$ cat src/rtl/variable_pkg.sv
// Shared game/link constants: player codes, throw frame layout, FSM state type.
// Latency: n/a (package only).
// Backpressure: n/a (package only).
package variable_pkg;

    localparam logic [1:0] PLAYER_1 = 2'b01;
    localparam logic [1:0] PLAYER_2 = 2'b10;

    localparam logic [7:0] THROW_FRAME_HEADER = 8'hA5;
    localparam int         THROW_FRAME_LEN    = 4;
    localparam logic [2:0] THROW_FRAME_PAD    = 3'b000;

    typedef enum logic [1:0] {
        TF_IDLE = 2'd0,
        TF_SEND = 2'd1,
        TF_DONE = 2'd2
    } throw_frame_state_t;

    // Fields snapshotted at the moment of the throw.
    typedef struct packed {
        logic [1:0] player;
        logic [2:0] turn;
        logic [6:0] power;
    } throw_meta_t;

    // Byte idx of a frame: header, {player,turn,pad}, {0,power}, XOR of the three.
    function automatic logic [7:0] throw_frame_byte(
        input throw_meta_t m,
        input logic [1:0]  idx,
        input logic [7:0]  header,
        input logic [2:0]  pad
    );
        logic [7:0] b1;
        logic [7:0] b2;
        b1 = {m.player, m.turn, pad};
        b2 = {1'b0, m.power};
        case (idx)
            2'd0:    throw_frame_byte = header;
            2'd1:    throw_frame_byte = b1;
            2'd2:    throw_frame_byte = b2;
            default: throw_frame_byte = header ^ b1 ^ b2;
        endcase
    endfunction

endpackage

$ cat src/rtl/rise_edge_detect.sv
// Registered 1-bit rising-edge detector.
// Latency: rise is combinational from sig against last cycle's sampled value.
// Backpressure: none.
// Ports: clk60MHz/rst (sync, active-high), sig (level in), rise (sig & ~sig last cycle).
module rise_edge_detect (
    input  logic clk60MHz,
    input  logic rst,
    input  logic sig,
    output logic rise
);

    logic sig_d;

    always_ff @(posedge clk60MHz) begin
        if (rst) begin
            sig_d <= 1'b0;
        end else begin
            sig_d <= sig;
        end
    end

    // A level already high when reset releases reads as a fresh edge.
    assign rise = sig & ~sig_d;

endmodule

$ cat src/rtl/throw_frame_tx.sv
// Throw link transmitter: snapshots a local throw and sends a 4-byte frame to the UART.
// Latency: header byte is offered the cycle after the throw edge; bytes go back-to-back, then 1 guard cycle.
// Backpressure: tx_ready low stalls with tx_data held; throws while busy are dropped with drop_pulse.
// Ports: clk60MHz, rst (sync, active-high); throw_flag, current_player, turn, throw_power (game state);
//        tx_ready / tx_valid / tx_data (byte stream to UART); busy (frame in flight); drop_pulse (throw lost).
module throw_frame_tx
    import variable_pkg::*;
#(
    parameter logic [7:0] FRAME_HEADER = THROW_FRAME_HEADER,
    parameter logic [2:0] PAD_BITS     = THROW_FRAME_PAD
) (
    input  logic       clk60MHz,
    input  logic       rst,
    input  logic       throw_flag,
    input  logic [1:0] current_player,
    input  logic [2:0] turn,
    input  logic [6:0] throw_power,
    input  logic       tx_ready,
    output logic [7:0] tx_data,
    output logic       tx_valid,
    output logic       busy,
    output logic       drop_pulse
);

    localparam logic [1:0] LAST_IDX = 2'(THROW_FRAME_LEN - 1);

    throw_frame_state_t state;
    throw_meta_t        meta;
    logic [1:0]         byte_idx;
    logic               throw_edge;
    logic               player_ok;
    logic               trigger;

    rise_edge_detect u_throw_edge (
        .clk60MHz (clk60MHz),
        .rst      (rst),
        .sig      (throw_flag),
        .rise     (throw_edge)
    );

    // Edges with no player in play are not throws at all, so they never count as drops.
    assign player_ok = (current_player == PLAYER_1) || (current_player == PLAYER_2);
    assign trigger   = throw_edge & player_ok;

    always_ff @(posedge clk60MHz) begin
        if (rst) begin
            state      <= TF_IDLE;
            meta       <= '0;
            byte_idx   <= 2'd0;
            tx_data    <= 8'h00;
            tx_valid   <= 1'b0;
            busy       <= 1'b0;
            drop_pulse <= 1'b0;
        end else begin
            drop_pulse <= 1'b0;
            case (state)
                TF_IDLE: begin
                    if (trigger) begin
                        meta.player <= current_player;
                        meta.turn   <= turn;
                        meta.power  <= throw_power;
                        byte_idx    <= 2'd0;
                        tx_data     <= FRAME_HEADER;
                        tx_valid    <= 1'b1;
                        busy        <= 1'b1;
                        state       <= TF_SEND;
                    end
                end
                TF_SEND: begin
                    if (trigger) begin
                        drop_pulse <= 1'b1;
                    end
                    if (tx_ready) begin
                        if (byte_idx == LAST_IDX) begin
                            byte_idx <= 2'd0;
                            tx_data  <= 8'h00;
                            tx_valid <= 1'b0;
                            state    <= TF_DONE;
                        end else begin
                            // Next byte is ready the very next cycle: no bubble between bytes.
                            byte_idx <= byte_idx + 2'd1;
                            tx_data  <= throw_frame_byte(meta, byte_idx + 2'd1, FRAME_HEADER, PAD_BITS);
                        end
                    end
                end
                TF_DONE: begin
                    // Guard gap so the receiver sees a clear frame boundary.
                    if (trigger) begin
                        drop_pulse <= 1'b1;
                    end
                    busy  <= 1'b0;
                    state <= TF_IDLE;
                end
                default: begin
                    state    <= TF_IDLE;
                    tx_valid <= 1'b0;
                    busy     <= 1'b0;
                end
            endcase
        end
    end

endmodule

$ cat config.mk
export PLATFORM = sky130hd
export DESIGN_NAME = throw_frame_tx
export DESIGN_NICKNAME = d
export VERILOG_FILES = /design/src/rtl/variable_pkg.sv /design/src/rtl/rise_edge_detect.sv /design/src/rtl/throw_frame_tx.sv
export SDC_FILE = /design/constraint.sdc
export NUM_CORES = 1
export LEC_CHECK = 0
export CAP_MARGIN = 20
export CORE_ASPECT_RATIO = 0.6
export CORE_UTILIZATION = 48
export CTS_BUF_LIST = sky130_fd_sc_hd__clkbuf_8
export DETAILED_ROUTE_END_ITERATION = 10
export GPL_ROUTABILITY_DRIVEN = 0
export MAX_ROUTING_LAYER = met4
export PLACE_DENSITY = 0.75
export SLEW_MARGIN = 10
export SYNTH_ARGS = -nofsm -noshare
export SYNTH_HDL_FRONTEND = slang
export SYNTH_SLANG_ARGS = --single-unit
$ cat constraint.sdc
create_clock -name clk60MHz -period 1.6 [get_ports clk60MHz]
set_input_delay 0.48 -clock clk60MHz [delete_from_list [all_inputs] [get_ports clk60MHz]]
set_output_delay 0.48 -clock clk60MHz [all_outputs]
set_load 0.03 [all_outputs]
# Word-level counts from Yosys, hierarchy flattened
# Cells that the tools add are included.
# word_totals
output_inout_bits,11
input_bits,16
wordCells,59
reg_bits,28
# classes
n_mux,19
add_sub_neg,1
bitwise,8
n_reduce_logical,11
n_eq_ne,10
# ops
operator,n
$mux 8,3
$pmux 8 s3,1
$pmux 8 s2,1
$mux 2,6
$eq 2x2->1 const B,4
$pmux 2 s2,2
$xor 8x7->8,1
$eq 2x1->1 const B,3
$ne 2x2->1 const B,3
$reduce_and 3->1,2
$logic_not 2->1,2
$mux 1,4
$not 1->1,4
$not 4->4,1
$reduce_and 2->1,2
$reduce_and 4->1,1
$reduce_or 2->1,2
$pmux 1 s3,1
$add 2x1->2 const B,1
$and 1x1->1,2
$pmux 1 s2,1
$reduce_bool 2->1,1
$logic_or 1x1->1,1

# Longest topological paths before layout
# depth
word_depth,6
ltp_mapped,7

# Cells and area by module
# From an unflattened synthesis, not the netlist that was laid out.
# unflattened
cells_unflattened,152
area_unflattened_um2,1391.3
# modules_own_cells
module,instances,cells_per_inst,area_each_um2
throw_frame_tx,1,149,1343.8
rise_edge_detect,1,3,47.5

# Worst setup path before layout
# Ideal clock, no wire load.
# synth_timing
kind,reg-to-reg
from,reg state[1]
to,reg tx_data[1]
n_path_buf,1
path_slack_ps,-19
arrival_ps,1549
setup_ps,71
path_stages_with_launch,8
t_required_ps,1529
path_cell_list,dfxtp_1 > inv_1 > ha_1 > buf_2 > nand2_1 > o21a_1 > or4_1 > a21oi_1
# synth_via
elab_chain_len,3
word_cells_on_any_way,7
classes_between,3 x eq/ne; 1 x mux; 3 x reduce/logical
# synth_rtl
item,line,rtl
from (decl),throw_frame_tx.sv:27,throw_frame_state_t state;
from (signal assigned),throw_frame_tx.sv:47,state <= TF_IDLE;
from (signal assigned),throw_frame_tx.sv:66,state <= TF_SEND;
from (signal assigned),throw_frame_tx.sv:78,state <= TF_DONE;
$eq 2x1->1 or $logic_not 2->1 (tied branches),throw_frame_tx.sv:56,case (state)
$ne 2x2->1 (no source line) or $reduce_bool 2->1 (tied branches),-,
$reduce_and 3->1 (no source line),-,
to (signal assigned),throw_frame_tx.sv:82,"tx_data <= throw_frame_byte(meta, byte_idx + 2'd1, FRAME_HEADER, PAD_BITS);"
to (decl),throw_frame_tx.sv:19,"output logic [7:0] tx_data,"
# Parallel ways exist; a longest one is shown, timed or not.
# A chain may end at the register's enable or synchronous reset.

# Worst setup path after layout
# layout_timing
from,in current_player[1]
to,reg tx_data[1]
# layout_via
elab_chain_len,5
word_cells_on_any_way,6
classes_between,3 x eq/ne; 1 x bitwise; 2 x reduce/logical
# layout_rtl
item,line,rtl
from (decl),throw_frame_tx.sv:15,"input logic [1:0] current_player,"
$eq 2x1->1 or $eq 2x2->1 (tied branches),throw_frame_tx.sv:42,assign player_ok = (current_player == PLAYER_1) || (current_player == PLAYER_2);
$logic_or 1x1->1 (*),throw_frame_tx.sv:42,
$and 1x1->1 (*),throw_frame_tx.sv:43,assign trigger = throw_edge & player_ok;
$ne 2x2->1 (no source line) (*),-,
$reduce_and 3->1 (no source line) (*),-,
# Every way passes the cells marked *; elsewhere a longest branch is shown, timed or not.

==> impl_metrics.env <==
export IMPL_outcome="finished with violations"
export IMPL_violations="negative setup slack"
export IMPL_start_util=0.529
export IMPL_end_kind="register"
export IMPL_grt_use_total=0.254
export IMPL_worst_ep_required_time_ns=1.83
export IMPL_yosysUniqueCellTypes=31
export IMPL_diodes=0
export IMPL_portBuffers=26
export IMPL_ioPinCount=27
export IMPL_power_density_mw_per_mm2=1540
export IMPL_syn_nets=179
export IMPL_cp_arrival_ns=1.83
export IMPL_hold_class="register to register"
export IMPL_detail_route_antenna_nets=0
export IMPL_tightest_slew_ns=0.326
export IMPL_dp_cells=230
export IMPL_finalCriticalPeriod_ns=1.60
export IMPL_ys_ff_latch=28
export IMPL_dpl_worst_slack_ns=-0.509
export IMPL_cp_start_kind="input port"
export IMPL_relSlewSlack=0.781
export IMPL_htree_num_levels=1
export IMPL_clk_pin_slew_ns=0.11
export IMPL_timing_fmax_mhz=624
export IMPL_fp_coreArea_mm2=0.00263
export IMPL_first_iter_violations=76
export IMPL_wl_met3_um=196
export IMPL_cp_cell_sequence="dlygate4sd2_1 -> xor2_2 -> a21oi_4 -> or4_4 -> a21oi_1"
export IMPL_area_growth_synth_to_final_pct=45.0
export IMPL_netlist_area_mm2=0.00139
export IMPL_rsz0062_at_grt="true"
export IMPL_first_pass_iters=4
export IMPL_final_nets=229
export IMPL_grt_pass1_vias=1286
export IMPL_critical_path_slowest_cell="or4_4"
export IMPL_grt_pass1_wl_mm=5.87
export IMPL_synth_warning_count=0
export IMPL_postCtsHoldBufs=0
export IMPL_cts_tree="yes"
export IMPL_root_buffer="clkbuf_8"
export IMPL_synth_edff_count=0
export IMPL_drv_slew=0
export IMPL_slowest_delay_ns=0.53
export IMPL_die_w_um=71.4
export IMPL_grt_max_degree=22
export IMPL_synth_flop_cell="dfxtp_1"
export IMPL_finalNonFillerCells=236
export IMPL_setup_violations=1
export IMPL_num_rows=14
export IMPL_avgSynthCellArea_um2=8.96
export IMPL_critical_path_top_delay_family="simple AND/OR/NAND/NOR gates"
export IMPL_grt_antenna_before_repair=0
export IMPL_totalWireLength_mm=3.72
export IMPL_cts_buffers=3
export IMPL_skew_ns=0.0178
export IMPL_mostFrequentLayoutCells="dfxtp_1, buf_4, nor2_1"
export IMPL_fin_crit_sh=1.00
export IMPL_leakage_nw=0.911
export IMPL_setup_ws_ns=-0.00340
export IMPL_async_reset_ff_frac=0
export IMPL_wl_met2_mm=1.78
export IMPL_cp_buffers_inverters=1
export IMPL_clock_latency_ns=0.29
export IMPL_cap_violations=0
export IMPL_remaining_drc_errors=0
export IMPL_dieArea_mm2=0.00312
export IMPL_cts_sinks=28
export IMPL_via_per_inst=5.56
export IMPL_max_clock_path_buffers=2
export IMPL_grt_remaining_overflow=0
export IMPL_dieHeight_um=43.7
export IMPL_final_hold_viol_count=0
export IMPL_total_power_w=0.00311
export IMPL_path_class="input port to register"
export IMPL_critPathMaxFanout=5
export IMPL_dr_max_layer_used="met4"
export IMPL_drt_wirelength_per_cell_um=15.7
export IMPL_wl_met1_mm=1.71
export IMPL_hpwl_mm=2.57
export IMPL_drive_gt1_frac=0.255
export IMPL_vias=1312
export IMPL_synth_cells=155
export IMPL_max_vdd_ir_drop_uv=1020
export IMPL_ys_seq_area_frac=0.404
==> registers in the layout (all words and copies together) (netlist names) <==
signal and flops:
busy 1, byte_idx 2, drop_pulse 1, meta 12, state 2, tx_data 8, tx_valid 1, u_throw_edge.sig_d 1
==> cell usage after synthesis, types with 2 or more instances <==
| master | number | area share |
|---|---|---|
| inv_1 | 7 | 0.019 |
| or4_1 | 3 | 0.016 |
| nor3_1 | 5 | 0.018 |
| and2_1 | 2 | 0.0090 |
| a211oi_1 | 6 | 0.032 |
| nand2_1 | 4 | 0.011 |
| nand3_1 | 2 | 0.0072 |
| mux2i_1 | 14 | 0.10 |
| o21a_1 | 2 | 0.011 |
| nor2_1 | 17 | 0.046 |
| a32o_1 | 3 | 0.022 |
| a21oi_1 | 11 | 0.040 |
| nand2b_1 | 3 | 0.014 |
| ha_1 | 8 | 0.072 |
| nor2b_1 | 9 | 0.041 |
| clkbuf_1 | 4 | 0.011 |
| dfxtp_1 | 28 | 0.40 |
| o21ai_0 | 13 | 0.047 |
| buf_2 | 2 | 0.0072 |
==> worst reg2reg max path, cell delays in order (launching register included) <==
cell and delay (ns):
dfxtp_4 0.39, inv_1 0.08, ha_4 0.19, buf_4 0.13, nor2b_1 0.12, o21ai_0 0.23
a211oi_2 0.13, a32o_1 0.22
==> routing by layer <==
metal	up-vias	global-route usage
met4	0	0.0600
met5	-	-
met3	4	0.0651
met2	41	0.436
met1	622	0.304
li1	645	-
==> power by group <==
| part | internal (W) | switching, W | total [W] |
|---|---|---|---|
| registers | 0.000840 | 0.000105 | 0.000945 |
| logic | 0.000693 | 0.000905 | 0.00160 |
| clock network | 0.000336 | 0.000229 | 0.000565 |
==> layout make-up <==
type                       count  area [µm²]
timing repair buffer          51         433
multi-input combinational    114         865
tap                           32        40.0
clock inverter                 1        30.0
sequential                    28         573
inverter                       7        31.3
clock buffer                   3        41.3
fill                         176         614
==> through the flow <==
step                hold WS (ns)  instance area, µm²  setup TNS (ns)   util
finish                     0.498                2010        -0.00340  0.766
global route               0.524                2010         -0.0574  0.766
CTS                        0.490                1940         -0.0158  0.737
detailed placement         0.473                1840           -8.84  0.702
global placement           0.463                1840           -7.79  0.702
floorplan                  0.457                1400               0      -
==> repair_timing <==
item                       4_1_cts  5_1_grt
gates resized for setup         30       18
setup buffers                    1        1
pin swaps                        5        3
setup endpoints to repair       36        8
==> cell families after synthesis <==
family | Yosys count | share of synthesized area
compound gates | 42 | 0.191
xor+xnor | 2 | 0.0180
fa+ha+maj | 8 | 0.0721
buf+inv | 13 | 0.0369
flops | 28 | 0.404
mux | 14 | 0.101
simple gates | 48 | 0.177
==> final timing paths <==
| path | to | from | depth (start not counted) | slack, ns |
|---|---|---|---|---|
| setup / recovery | tx_data[1] | current_player[1] | 5 | -0.003 |
| hold / removal | tx_valid | tx_valid | 2 | 0.50 |
| hold reg to reg | tx_valid | tx_valid | 2 | 0.50 |
| setup reg to reg | tx_data[4] | byte_idx[0] | 7 | 0.01 |
Power figures use the tool's default switching activity.
